**config.mk**
```make
export PLATFORM = sky130hd
export DESIGN_NAME = datapath_hs_flat
export DESIGN_NICKNAME = d
export VERILOG_FILES = /design/src/rtl/datapath_hs_if.sv /design/src/rtl/datapath_hs.sv /design/src/flat_wrapper.sv
export SDC_FILE = /design/constraint.sdc
export NUM_CORES = 1
export LEC_CHECK = 0
export ABC_CLOCK_PERIOD_IN_PS = 3900
export CAP_MARGIN = 25
export CELL_PAD_IN_SITES_DETAIL_PLACEMENT = 1
export CELL_PAD_IN_SITES_GLOBAL_PLACEMENT = 2
export CORE_UTILIZATION = 35
export CTS_BUF_LIST = sky130_fd_sc_hd__clkbuf_2 sky130_fd_sc_hd__clkbuf_4 sky130_fd_sc_hd__clkbuf_8
export CTS_CLUSTER_DIAMETER = 200
export DETAILED_ROUTE_END_ITERATION = 10
export PLACE_DENSITY = 0.8
export SLEW_MARGIN = 15
export SYNTH_ARGS = -nofsm -noshare
export SYNTH_HDL_FRONTEND = slang
export SYNTH_SLANG_ARGS = --single-unit
```
**constraint.sdc**
```tcl
create_clock -name clock -period 3.9 [get_ports clock]
set_clock_uncertainty 0.2 [all_clocks]
set_input_delay 0.78 -clock clock [delete_from_list [all_inputs] [get_ports clock]]
set_output_delay 0.78 -clock clock [all_outputs]
set_load 0.01 [all_outputs]
```
**src/rtl/datapath_hs_if.sv**
```systemverilog
// datapath_hs_if: bundle of every datapath_hs signal except clock and reset.
//   slave  modport: the datapath itself.
//   master modport: the environment (control FSM, ALU, memory fabric, IRQ sources).
// Signals:
//   op_valid/op_ready/op_ctl       micro-op handshake and packed control word
//   alu_a/alu_b/alu_y/alu_flags    external ALU operands, result and flags
//   mem_req/mem_we/mem_addr/
//   mem_wdata/mem_ack/mem_rdata    variable-latency memory bus
//   irq_in/irq/irq_id              interrupt requests and prioritised status
//   instr/sr/pc/bus_err            architectural state visible to the control FSM
//
// Handshake semantics: a micro-op transfers on a rising clock edge where
// op_valid && op_ready. A memory transaction is offered while mem_req is high
// (address/data/we stable) and completes on the edge where mem_ack is high;
// mem_rdata is sampled on that same edge.
interface datapath_hs_if #(
    parameter int DATA_W = 16,
    parameter int IRQ_CH = 2
);
    logic              op_valid;
    logic              op_ready;
    logic [20:0]       op_ctl;
    logic [DATA_W-1:0] alu_a;
    logic [DATA_W-1:0] alu_b;
    logic [DATA_W-1:0] alu_y;
    logic [5:0]        alu_flags;
    logic              mem_req;
    logic              mem_we;
    logic [DATA_W-1:0] mem_addr;
    logic [DATA_W-1:0] mem_wdata;
    logic              mem_ack;
    logic [DATA_W-1:0] mem_rdata;
    logic [IRQ_CH-1:0] irq_in;
    logic              irq;
    logic [2:0]        irq_id;
    logic [15:0]       instr;
    logic [DATA_W-1:0] sr;
    logic [DATA_W-1:0] pc;
    logic              bus_err;

    modport slave (
        input  op_valid, op_ctl, alu_y, alu_flags, mem_ack, mem_rdata, irq_in,
        output op_ready, alu_a, alu_b, mem_req, mem_we, mem_addr, mem_wdata,
               irq, irq_id, instr, sr, pc, bus_err
    );

    modport master (
        output op_valid, op_ctl, alu_y, alu_flags, mem_ack, mem_rdata, irq_in,
        input  op_ready, alu_a, alu_b, mem_req, mem_we, mem_addr, mem_wdata,
               irq, irq_id, instr, sr, pc, bus_err
    );
endinterface

```
**src/rtl/datapath_hs.sv**
```systemverilog
// datapath_hs: handshaked CPU datapath. Executes one micro-op per
// op_valid/op_ready transfer, performing at most one write and one read on a
// variable-latency memory bus, then commits PC/SR/instr/register updates.
// Also holds a latched, lowest-index-first IRQ controller.
//
// Ports:
//   clock      clock
//   reset      asynchronous, active-low reset
//   bus        datapath_hs_if.slave (all handshake, ALU, memory, IRQ, state signals)
//   dbg_state  current FSM state (0 IDLE, 1 WR, 2 RD)
//
// op_ctl layout (MSB first):
//   [20] reg_write  [19] mem_to_reg  [18] rd_pc      [17] rd_sp
//   [16] use_imm4   [15] set_flags   [14] set_pc     [13:12] pc_src
//   [11] sr_from_mem [10] mem_write  [9:8] wsrc      [7:5] wmode
//   [4]  wr_sp      [3:0] irq_ack
// Register selects come from the instruction register: r1 = instr[11:8],
// r2 = instr[3:0]; the 4-bit immediate is instr[7:4].
module datapath_hs #(
    parameter int                DATA_W   = 16,
    parameter logic [3:0]        SP_IDX   = 4'hD,
    parameter logic [3:0]        IRQ_IDX  = 4'hC,
    parameter logic [DATA_W-1:0] RESET_PC = '0,
    parameter int                IRQ_CH   = 2,
    parameter int                TIMEOUT  = 0
) (
    input  logic       clock,
    input  logic       reset,
    datapath_hs_if.slave bus,
    output logic [1:0] dbg_state
);
    typedef struct packed {
        logic       reg_write;
        logic       mem_to_reg;
        logic       rd_pc;
        logic       rd_sp;
        logic       use_imm4;
        logic       set_flags;
        logic       set_pc;
        logic [1:0] pc_src;
        logic       sr_from_mem;
        logic       mem_write;
        logic [1:0] wsrc;
        logic [2:0] wmode;
        logic       wr_sp;
        logic [3:0] irq_ack;
    } ctl_t;

    typedef enum logic [1:0] {
        S_IDLE = 2'd0,
        S_WR   = 2'd1,
        S_RD   = 2'd2
    } state_t;

    localparam logic [DATA_W-1:0] ONE = DATA_W'(1);

    state_t            state;
    ctl_t              ctl_q;
    logic [DATA_W-1:0] rf [16];
    logic [DATA_W-1:0] pc;
    logic [DATA_W-1:0] sr;
    logic [15:0]       instr;
    logic [IRQ_CH-1:0] pending;
    logic [IRQ_CH-1:0] irq_prev;
    logic              bus_err;
    logic [15:0]       to_cnt;

    function automatic logic needs_read(input ctl_t c);
        return c.rd_pc | c.mem_to_reg | c.sr_from_mem;
    endfunction

    // While idle the live control word is decoded so that zero-latency ops can
    // commit on their accept edge; afterwards the latched copy is used.
    // Registers and instr cannot change between accept and commit, so reading
    // them live is the same as sampling them at accept.
    ctl_t       cur;
    logic [3:0] r1;
    logic [3:0] r2;
    logic       accept;
    logic       timed_out;
    logic       last_ack;
    logic       commit;
    logic [DATA_W-1:0] pc_inc;

    assign cur    = (state == S_IDLE) ? ctl_t'(bus.op_ctl) : ctl_q;
    assign r1     = instr[11:8];
    assign r2     = instr[3:0];
    assign pc_inc = pc + ONE;
    assign accept = bus.op_valid && (state == S_IDLE);

    assign timed_out = (TIMEOUT > 0) && (state != S_IDLE) && !bus.mem_ack
                       && (to_cnt == 16'(TIMEOUT - 1));
    assign last_ack  = bus.mem_ack && ((state == S_RD) ||
                       ((state == S_WR) && !needs_read(cur)));
    assign commit    = (accept && !cur.mem_write && !needs_read(cur)) || last_ack;

    // Outputs
    assign bus.op_ready = (state == S_IDLE);
    assign bus.mem_req  = (state != S_IDLE);
    assign bus.mem_we   = (state == S_WR);
    assign bus.alu_a    = rf[r1];
    assign bus.alu_b    = cur.use_imm4 ? {{(DATA_W-4){1'b0}}, instr[7:4]} : rf[r2];
    assign bus.instr    = instr;
    assign bus.sr       = sr;
    assign bus.pc       = pc;
    assign bus.bus_err  = bus_err;
    assign bus.irq      = |pending;
    assign dbg_state    = state;

    always_comb begin
        bus.mem_addr = '0;
        if (state == S_WR)
            bus.mem_addr = rf[cur.wr_sp ? SP_IDX : r1];
        else if (cur.rd_pc)
            bus.mem_addr = pc;
        else
            bus.mem_addr = rf[cur.rd_sp ? SP_IDX : r2];
    end

    always_comb begin
        case (cur.wsrc)
            2'd0:    bus.mem_wdata = rf[r2];
            2'd1:    bus.mem_wdata = pc_inc;
            2'd2:    bus.mem_wdata = pc;
            default: bus.mem_wdata = sr;
        endcase
    end

    always_comb begin
        bus.irq_id = 3'd0;
        for (int i = IRQ_CH - 1; i >= 0; i--)
            if (pending[i]) bus.irq_id = 3'(i);
    end

    // irq_ack only has four bits; channels above 3 are never acknowledged.
    logic [7:0]        ack_ext;
    logic [IRQ_CH-1:0] ack_mask;
    assign ack_ext  = {4'b0000, cur.irq_ack};
    assign ack_mask = commit ? ack_ext[IRQ_CH-1:0] : '0;

    // Commit values, applied only when commit is high.
    logic [DATA_W-1:0] pc_next;
    logic [DATA_W-1:0] sr_next;
    logic [15:0]       instr_next;
    logic              wr_en;
    logic [3:0]        wr_idx;
    logic [DATA_W-1:0] wr_data;

    always_comb begin
        pc_next    = pc;
        sr_next    = sr;
        instr_next = instr;
        wr_en      = 1'b0;
        wr_idx     = r1;
        wr_data    = bus.alu_y;

        if (cur.rd_pc) instr_next = bus.mem_rdata[15:0];

        if (cur.set_flags) begin
            sr_next[2:0] = bus.alu_flags[2:0];
            if (bus.alu_flags[5]) sr_next[4:3] = bus.alu_flags[4:3];
        end
        if (cur.sr_from_mem) sr_next = bus.mem_rdata;

        if (cur.set_pc) begin
            case (cur.pc_src)
                2'd0:    pc_next = pc_inc;
                2'd1:    pc_next = rf[r1];
                2'd2:    pc_next = bus.mem_rdata;
                default: pc_next = rf[IRQ_IDX];
            endcase
        end

        if (cur.reg_write) begin
            case (cur.wmode)
                3'd0: begin
                    wr_en   = 1'b1;
                    wr_idx  = r1;
                    wr_data = cur.mem_to_reg ? bus.mem_rdata : bus.alu_y;
                end
                3'd1: begin wr_en = 1'b1; wr_idx = r1;     wr_data = rf[r1] - ONE;     end
                3'd2: begin wr_en = 1'b1; wr_idx = r2;     wr_data = rf[r2] + ONE;     end
                3'd3: begin wr_en = 1'b1; wr_idx = SP_IDX; wr_data = rf[SP_IDX] - ONE; end
                3'd4: begin wr_en = 1'b1; wr_idx = SP_IDX; wr_data = rf[SP_IDX] + ONE; end
                default: ;
            endcase
        end
    end

    always_ff @(posedge clock or negedge reset) begin
        if (!reset) begin
            state    <= S_IDLE;
            ctl_q    <= '0;
            pc       <= RESET_PC;
            sr       <= '0;
            instr    <= '0;
            pending  <= '0;
            irq_prev <= '0;
            bus_err  <= 1'b0;
            to_cnt   <= '0;
            for (int i = 0; i < 16; i++) rf[i] <= '0;
        end else begin
            // A new rising edge beats an acknowledge landing on the same edge.
            irq_prev <= bus.irq_in;
            pending  <= (pending & ~ack_mask) | (bus.irq_in & ~irq_prev);

            if (commit) begin
                pc    <= pc_next;
                sr    <= sr_next;
                instr <= instr_next;
                if (wr_en) rf[wr_idx] <= wr_data;
            end

            case (state)
                S_IDLE: begin
                    if (accept) begin
                        ctl_q  <= ctl_t'(bus.op_ctl);
                        to_cnt <= '0;
                        if (cur.mem_write)      state <= S_WR;
                        else if (needs_read(cur)) state <= S_RD;
                    end
                end
                S_WR, S_RD: begin
                    if (bus.mem_ack) begin
                        to_cnt <= '0;
                        state  <= (state == S_WR && needs_read(ctl_q)) ? S_RD : S_IDLE;
                    end else if (timed_out) begin
                        // Abandon the whole op: nothing was committed yet.
                        bus_err <= 1'b1;
                        state   <= S_IDLE;
                    end else begin
                        to_cnt <= to_cnt + 16'd1;
                    end
                end
                default: state <= S_IDLE;
            endcase
        end
    end
endmodule
```
**src/flat_wrapper.sv**
```systemverilog
// flat-port wrapper written by rule: the top's interface ports become plain ports
module datapath_hs_flat 
#(
    parameter int                DATA_W   = 16,
    parameter logic [3:0]        SP_IDX   = 4'hD,
    parameter logic [3:0]        IRQ_IDX  = 4'hC,
    parameter logic [DATA_W-1:0] RESET_PC = '0,
    parameter int                IRQ_CH   = 2,
    parameter int                TIMEOUT  = 0
)
  (clock, reset, dbg_state, bus_op_valid, bus_op_ctl, bus_alu_y, bus_alu_flags, bus_mem_ack, bus_mem_rdata, bus_irq_in, bus_op_ready, bus_alu_a, bus_alu_b, bus_mem_req, bus_mem_we, bus_mem_addr, bus_mem_wdata, bus_irq, bus_irq_id, bus_instr, bus_sr, bus_pc, bus_bus_err);
  datapath_hs_if #(.DATA_W(DATA_W), .IRQ_CH(IRQ_CH)) bus_i ();
  input  logic clock;
  input  logic reset;
  output logic [1:0] dbg_state;
  input wire logic [$bits(bus_i.op_valid)-1:0] bus_op_valid;
  input wire logic [$bits(bus_i.op_ctl)-1:0] bus_op_ctl;
  input wire logic [$bits(bus_i.alu_y)-1:0] bus_alu_y;
  input wire logic [$bits(bus_i.alu_flags)-1:0] bus_alu_flags;
  input wire logic [$bits(bus_i.mem_ack)-1:0] bus_mem_ack;
  input wire logic [$bits(bus_i.mem_rdata)-1:0] bus_mem_rdata;
  input wire logic [$bits(bus_i.irq_in)-1:0] bus_irq_in;
  output wire logic [$bits(bus_i.op_ready)-1:0] bus_op_ready;
  output wire logic [$bits(bus_i.alu_a)-1:0] bus_alu_a;
  output wire logic [$bits(bus_i.alu_b)-1:0] bus_alu_b;
  output wire logic [$bits(bus_i.mem_req)-1:0] bus_mem_req;
  output wire logic [$bits(bus_i.mem_we)-1:0] bus_mem_we;
  output wire logic [$bits(bus_i.mem_addr)-1:0] bus_mem_addr;
  output wire logic [$bits(bus_i.mem_wdata)-1:0] bus_mem_wdata;
  output wire logic [$bits(bus_i.irq)-1:0] bus_irq;
  output wire logic [$bits(bus_i.irq_id)-1:0] bus_irq_id;
  output wire logic [$bits(bus_i.instr)-1:0] bus_instr;
  output wire logic [$bits(bus_i.sr)-1:0] bus_sr;
  output wire logic [$bits(bus_i.pc)-1:0] bus_pc;
  output wire logic [$bits(bus_i.bus_err)-1:0] bus_bus_err;
  assign bus_i.op_valid = bus_op_valid;
  assign bus_i.op_ctl = bus_op_ctl;
  assign bus_i.alu_y = bus_alu_y;
  assign bus_i.alu_flags = bus_alu_flags;
  assign bus_i.mem_ack = bus_mem_ack;
  assign bus_i.mem_rdata = bus_mem_rdata;
  assign bus_i.irq_in = bus_irq_in;
  assign bus_op_ready = bus_i.op_ready;
  assign bus_alu_a = bus_i.alu_a;
  assign bus_alu_b = bus_i.alu_b;
  assign bus_mem_req = bus_i.mem_req;
  assign bus_mem_we = bus_i.mem_we;
  assign bus_mem_addr = bus_i.mem_addr;
  assign bus_mem_wdata = bus_i.mem_wdata;
  assign bus_irq = bus_i.irq;
  assign bus_irq_id = bus_i.irq_id;
  assign bus_instr = bus_i.instr;
  assign bus_sr = bus_i.sr;
  assign bus_pc = bus_i.pc;
  assign bus_bus_err = bus_i.bus_err;
  datapath_hs #(.DATA_W(DATA_W), .SP_IDX(SP_IDX), .IRQ_IDX(IRQ_IDX), .RESET_PC(RESET_PC), .IRQ_CH(IRQ_CH), .TIMEOUT(TIMEOUT)) u_core (.clock(clock), .reset(reset), .bus(bus_i), .dbg_state(dbg_state));
endmodule
```
==> flow_summary.json, run 1 <==
{
  "num_rows": 95,
  "drive_gt1_share_pct": 50.96,
  "n_antenna_cell": 0,
  "routedWlPerCell_um": 33.94,
  "cts_max_level": 3,
  "cts.reportedPaths.clkPinSlew_ps": 60,
  "power_density_nw_per_um2": 1178,
  "placed_area_sq_um": 32430,
  "syn-mean-instance-area_sq_um": 9.437,
  "area_growth_pct": 61.01,
  "grt_pass1_vias": 28189,
  "synth_edf_count": 0,
  "place_congestion": 1.034,
  "synth-xor-area-share_pct": 1.380,
  "tightest_slew_ps": 650.1,
  "cts_buffers": 67,
  "clock_latency_ps": 690,
  "grt_pass1_wl_um": 207800,
  "layout_setup_ws_ps": -572.6,
  "die_h_um": 264.5,
  "ys.flop_type": "dfrtp_1",
  "wl_um": 149800,
  "ys_seq_area_share_pct": 34.03,
  "reg2reg_to": "u_core.rf[13]",
  "max_freq_mhz": 223.6,
  "fin_total_pwr_w": 0.04573,
  "violations": "setup timing",
  "crit-reg2reg-launch": "u_core.bus.instr[8]",
  "synth_cell_types": 90,
  "synth_top_family_by_area": "multiplexers",
  "place_ws_ps": -1343,
  "worst_setup_path_start_kind": "flip-flop",
  "endpoint_kind": "output port",
  "cts-root-buf": "clkbuf_8",
  "drc": 0,
  "post-route-period-util_pct": 114.7,
  "port_buffers": 181,
  "synth_top_area_share_pct": 34.03,
  "max_cap_viol_count": 0,
  "start_util_pct": 35.66,
  "drt_iter0_drc": 2966,
  "grt_max_degree": 68,
  "async_reset_ff_share_pct": 100.0,
  "via_per_inst": 6.276,
  "cp_max_fo": 4,
  "synth-simple-area-share_pct": 11.80,
  "antenna_found_initial": 2,
  "ant_nets": 0,
  "route.vias.total": 27697,
  "hold_path.class": "reg -> reg",
  "grt_setup_unrepaired": "true",
  "ios": 187,
  "final_nets": 3562,
  "clk_path_buf_depth": 3,
  "die_x_um": 264.5,
  "synth_top_area_cell": "dfrtp_1",
  "maxSlewViolCount": 0,
  "synth_compound_area_share_pct": 21.02,
  "ys.warnings.count": 0,
  "p_leak_nw": 17.17,
  "cp.arrival_ps": 3490,
  "num-fill-cells": 7295,
  "critPathLaunch": "u_core.dbg_state[0]",
  "reg2reg_slack_ps": -550,
  "dieArea_sq_um": 69970,
  "fin_util_pct": 57.42,
  "yosys-top-cells-count": "dfrtp_1, nand2_1, mux2_2",
  "synthMuxAreaShare_pct": 26.70,
  "synth_fa_ha_area_share_pct": 0.3631,
  "synth_area_leaders": "dfrtp_1, mux2_2, mux2i_1",
  "reg2reg_depth": 14,
  "cts.sinks": 328,
  "crit_type": "reg -> out",
  "synthCells": 2556,
  "synth.ff_latch_count": 328,
  "slew_headroom_pct": 56.66,
  "outcome": "finished with violations",
  "dp_hpwl_um": 110700,
  "crit_required_ps": 2920,
  "yosysMostFrequentCell": "dfrtp_1",
  "stdcell_area_sq_um": 38840,
  "finalHoldViolations": 0,
  "crit_path_end": "bus_mem_addr[8]",
  "drt_pre_antenna_iters": 6,
  "syn_area_sq_um": 24120,
  "grt_overflow": 0,
  "finalSetupViolations": 239,
  "grtUsageTotal_pct": 41.20,
  "layout_min_cycle_time_ps": 4473,
  "core_sq_um": 67630,
  "whs_ps": 242.9,
  "peakVddDrop_mv": 0.4571,
  "cts_tree": "done"
}
## routing by layer
layer,vias to the layer above,wire [um],GRT usage (%)
met3,339,13930,8.751
li1,11541,-,-
met1,14319,63830,56.93
met5,-,8,0
met4,2,6612,15.90
met2,1496,65380,62.86
## logic make-up (layout without fill, tap and decap cells)
kind of cell | Yosys count | count (layout)
other | 1 | 3
flip-flops | 328 | 328
XOR/XNOR | 38 | 38
AO/OA/AOI/OAI | 769 | 769
AND/OR/NAND/NOR | 631 | 631
buffers and inverters | 264 | 1246
multiplexers | 518 | 518
adder cells (fa/ha/maj) | 7 | 7
## per-stage QoR
step / instances / setup TNS, ps
2_1_floorplan: 2558 / -1773
3_3_place_gp: 4105 / -240380
3_5_place_dp: 4105 / -244040
4_1_cts: 4334 / -72790
5_1_grt: 4413 / -88200
6_report: 4413 / -79070
## sequential cells by signal (all words and copies together), names as in the netlist
register          count
u_core.irq_prev       2
u_core.pending        2
u_core.bus.pc        16
u_core.dbg_state      2
u_core.bus.instr     16
u_core.ctl_q         18
u_core.rf           256
u_core.bus.sr        16
## layout make-up
type,count,area [sq um],share of cell area (%)
sequential,328,8227,21.18
tap,873,1092,2.813
clock buffer,102,1285,3.309
timing repair buffer,1095,10610,27.31
inverter,32,136.4,0.3512
clock inverter,17,151.4,0.3898
multi-input combinational,1966,17340,44.64
## critical path, stage by stage (launching register included)
cell and delay, ps:
dfrtp_1 390, inv_2 70, ha_4 190, buf_12 140
mux2i_4 210, buf_6 150, buf_6 120, nand2_8 80
a221o_1 170, o22ai_2 80, or3_1 400, a311oi_1 280
a211oi_1 70, a31oi_1 270, buf_2 200
## repair_timing
action	in CTS	in global routing
resized for setup	600	442
pin swaps	87	144
setup endpoints to repair	292	288
buffers inserted	113	101
gates cloned	7	6
hold buffers	1	0
hold endpoints to repair	57	0
## report_power, final
| part | switching, W | total (W) | internal, W |
|---|---|---|---|
| Combinational | 0.0188 | 0.0356 | 0.0168 |
| Sequential | 0.00145 | 0.00610 | 0.00464 |
| Clock | 0.00177 | 0.00401 | 0.00224 |
| Total | 0.0221 | 0.0457 | 0.0237 |
## cell usage in the layout (no fill, tap or decap), types with 83 or more instances in the layout
cell type	synthesis	final
clkdlybuf4s50_1	0	117
buf_4	14	662
nand2_1	280	264
o21ai_0	213	123
buf_12	1	103
nor2_1	167	131
mux2_2	259	197
clkbuf_8	0	83
buf_6	5	136
mux2i_1	183	163
a21oi_1	186	135
dfrtp_1	328	321
## how the worst min path moves through the flow
stage                       startpoint           endpoint  cells past startpoint
floorplan           u_core.irq_prev[0]  u_core.pending[0]                      1
global placement    u_core.irq_prev[1]  u_core.pending[1]                      1
detailed placement  u_core.irq_prev[1]  u_core.pending[1]                      1
CTS                 u_core.irq_prev[1]  u_core.pending[1]                      1
global route        u_core.irq_prev[1]  u_core.pending[1]                      1
finish              u_core.irq_prev[1]  u_core.pending[1]                      1
Power figures use the tool's default switching activity.
==> inputs of run 2 (changes only) <==
--- a/config.mk
+++ b/config.mk
@@ -12,7 +12,9 @@
 export CORE_UTILIZATION = 35
 export CTS_BUF_LIST = sky130_fd_sc_hd__clkbuf_2 sky130_fd_sc_hd__clkbuf_4 sky130_fd_sc_hd__clkbuf_8
 export CTS_CLUSTER_DIAMETER = 200
+export CTS_CLUSTER_SIZE = 10
 export DETAILED_ROUTE_END_ITERATION = 10
+export GPL_ROUTABILITY_DRIVEN = 1
 export PLACE_DENSITY = 0.8
 export SLEW_MARGIN = 15
 export SYNTH_ARGS = -nofsm -noshare
==> flow_summary.json, run 2 (synthesis gave the netlist of run 1 again) <==
{
  "finalSetupViolations": 265,
  "crit_type": "reg -> out",
  "place_congestion": 1.034,
  "layout_min_cycle_time_ps": 4510,
  "worst_setup_path_start_kind": "flip-flop",
  "antenna_found_initial": 2,
  "num_rows": 95,
  "p_leak_nw": 16.55,
  "cts_max_level": 2,
  "ios": 187,
  "routedWlPerCell_um": 34.30,
  "power_density_nw_per_um2": 1159,
  "max_cap_viol_count": 0,
  "dieArea_sq_um": 69970,
  "grt_pass1_wl_um": 205800,
  "clk_path_buf_depth": 3,
  "layout_commonest_cell": "buf_4",
  "violations": "setup timing",
  "cp_max_fo": 6,
  "crit_chain": "inv_2 > ha_4 > buf_12 > mux2i_4 > buf_6 > buf_6 > nand2_4 > buf_12 > buf_12 > o22ai_1 > o21ai_0 > a311oi_1 > a211oi_1 > a31oi_1 > buf_2",
  "finalHoldViolations": 0,
  "drive_gt1_share_pct": 50.45,
  "cts.sinks": 328,
  "placed_area_sq_um": 32430,
  "crit_required_ps": 2920,
  "top_layer_used": "met5",
  "die_x_um": 264.5,
  "cts.reportedPaths.clkPinSlew_ps": 80,
  "hold_path.class": "reg -> reg",
  "dp_hpwl_um": 110700,
  "crit_family": "buffers and inverters",
  "wl_met1_um": 63120,
  "max_stage_delay_ps": 400,
  "max_freq_mhz": 221.7,
  "wl_met2_um": 64670,
  "grt_setup_unrepaired": "true",
  "slew_headroom_pct": 55.84,
  "cts_buffers": 38,
  "drt_iter0_drc": 2968,
  "route.vias.total": 27488,
  "maxSlewViolCount": 0,
  "drt_pre_antenna_iters": 6,
  "grt_overflow": 0,
  "final-instance-count-excl-fill": 4327,
  "met3WireLength_um": 13450,
  "layout_setup_ws_ps": -609.7,
  "grt_pass1_vias": 27861,
  "crit_top_cell": "buf_12",
  "crit_buf_inv": 7,
  "numPlacedInstances": 4105,
  "stdcell_area_sq_um": 37770,
  "grt_max_degree": 68,
  "endpoint_kind": "output port",
  "grtUsageTotal_pct": 40.84,
  "crit_slowest_cell": "dfrtp_1",
  "start_util_pct": 35.66,
  "cp.arrival_ps": 3530,
  "layout_top_registers": "u_core.rf (256), u_core.ctl_q (18)",
  "drc": 0,
  "die_h_um": 264.5,
  "final_nets": 3520,
  "cts-root-buf": "clkbuf_8",
  "via_per_inst": 6.353,
  "clock_latency_ps": 660,
  "port_buffers": 181,
  "mostFrequentLayoutCells": "buf_4, dfrtp_1, nand2_1",
  "wl_um": 148400,
  "outcome": "finished with violations",
  "cts_tree": "done",
  "area_growth_pct": 56.59,
  "tightest_slew_ps": 662.4,
  "ant_nets": 0,
  "core_sq_um": 67630,
  "peakVddDrop_mv": 0.4672,
  "place_ws_ps": -1343,
  "post-route-period-util_pct": 115.6,
  "top_register": "u_core.rf",
  "largest_reg_flops": 256
}
run 2: changes by cell type in the layout (fill, tap and decap cells not counted), moves of 9 or more:
cell / previous run / this run
a21oi_1: 135 / 111
a21oi_2: 40 / 62
buf_12: 103 / 91
clkbuf_4: 19 / 3
clkbuf_8: 83 / 42
clkinv_2: 10 / 0
mux2_2: 197 / 220
mux2_4: 66 / 43
mux2i_1: 163 / 153
mux2i_2: 11 / 20
run 2: final timing paths:
| path | startpoint | end | slack (ps) | cells past startpoint |
|---|---|---|---|---|
| hold reg to reg | u_core.irq_prev[1] | u_core.pending[1] | 260 | 1 |
| hold / removal | u_core.irq_prev[1] | u_core.pending[1] | 260 | 1 |
| max in group asynchronous | reset | u_core.rf[13] | 2120 | 4 |
| min in group asynchronous | reset | u_core.ctl_q[0] | 510 | 2 |
| setup reg to reg | u_core.bus.instr[8] | u_core.rf[29] | -570 | 13 |
| setup / recovery | u_core.dbg_state[1] | bus_mem_addr[8] | -610 | 15 |
run 2: final cells by class:
cell class | instances | area, sq um
fill | 7321 | 29860
multi-input combinational | 1966 | 17330
timing repair buffer | 1082 | 10390
sequential | 328 | 8227
tap | 873 | 1092
clock buffer | 45 | 600.6
inverter | 32 | 136.4
antenna | 1 | 2.502
run 2: metrics by stage:
stage | hold WS (ps) | TNS (ps) | utilization, % | power, W
finish | 259.0 | -85410 | 55.85 | 0.04378
global route | 256.1 | -98810 | 55.85 | 0.04498
CTS | 246.5 | -66940 | 52.84 | 0.03969
detailed placement | 235.6 | -244040 | 47.94 | 0.03347
global placement | 203.9 | -240380 | 47.94 | 0.03297
floorplan | 199.6 | -1773 | - | 0.01800
run 2: metal layers:
layer	track usage [%]	up-vias
met1	56.73	14236
met5	0	-
met3	8.063	363
li1	-	11397
met2	62.09	1490
met4	16.48	2
run 2: power breakdown:
group          internal (W)  switching (W)
logic                0.0165         0.0188
registers           0.00463        0.00145
clock network      0.000985        0.00141
run 2: timing repair:
item                                    CTS  global route
hold buffers                              1             0
endpoints found under the setup margin  294           291
hold endpoints to repair                 57             0
cloned                                    5             4
pin swaps                               127           155
setup buffers                           135            73
resized for setup                       647           426
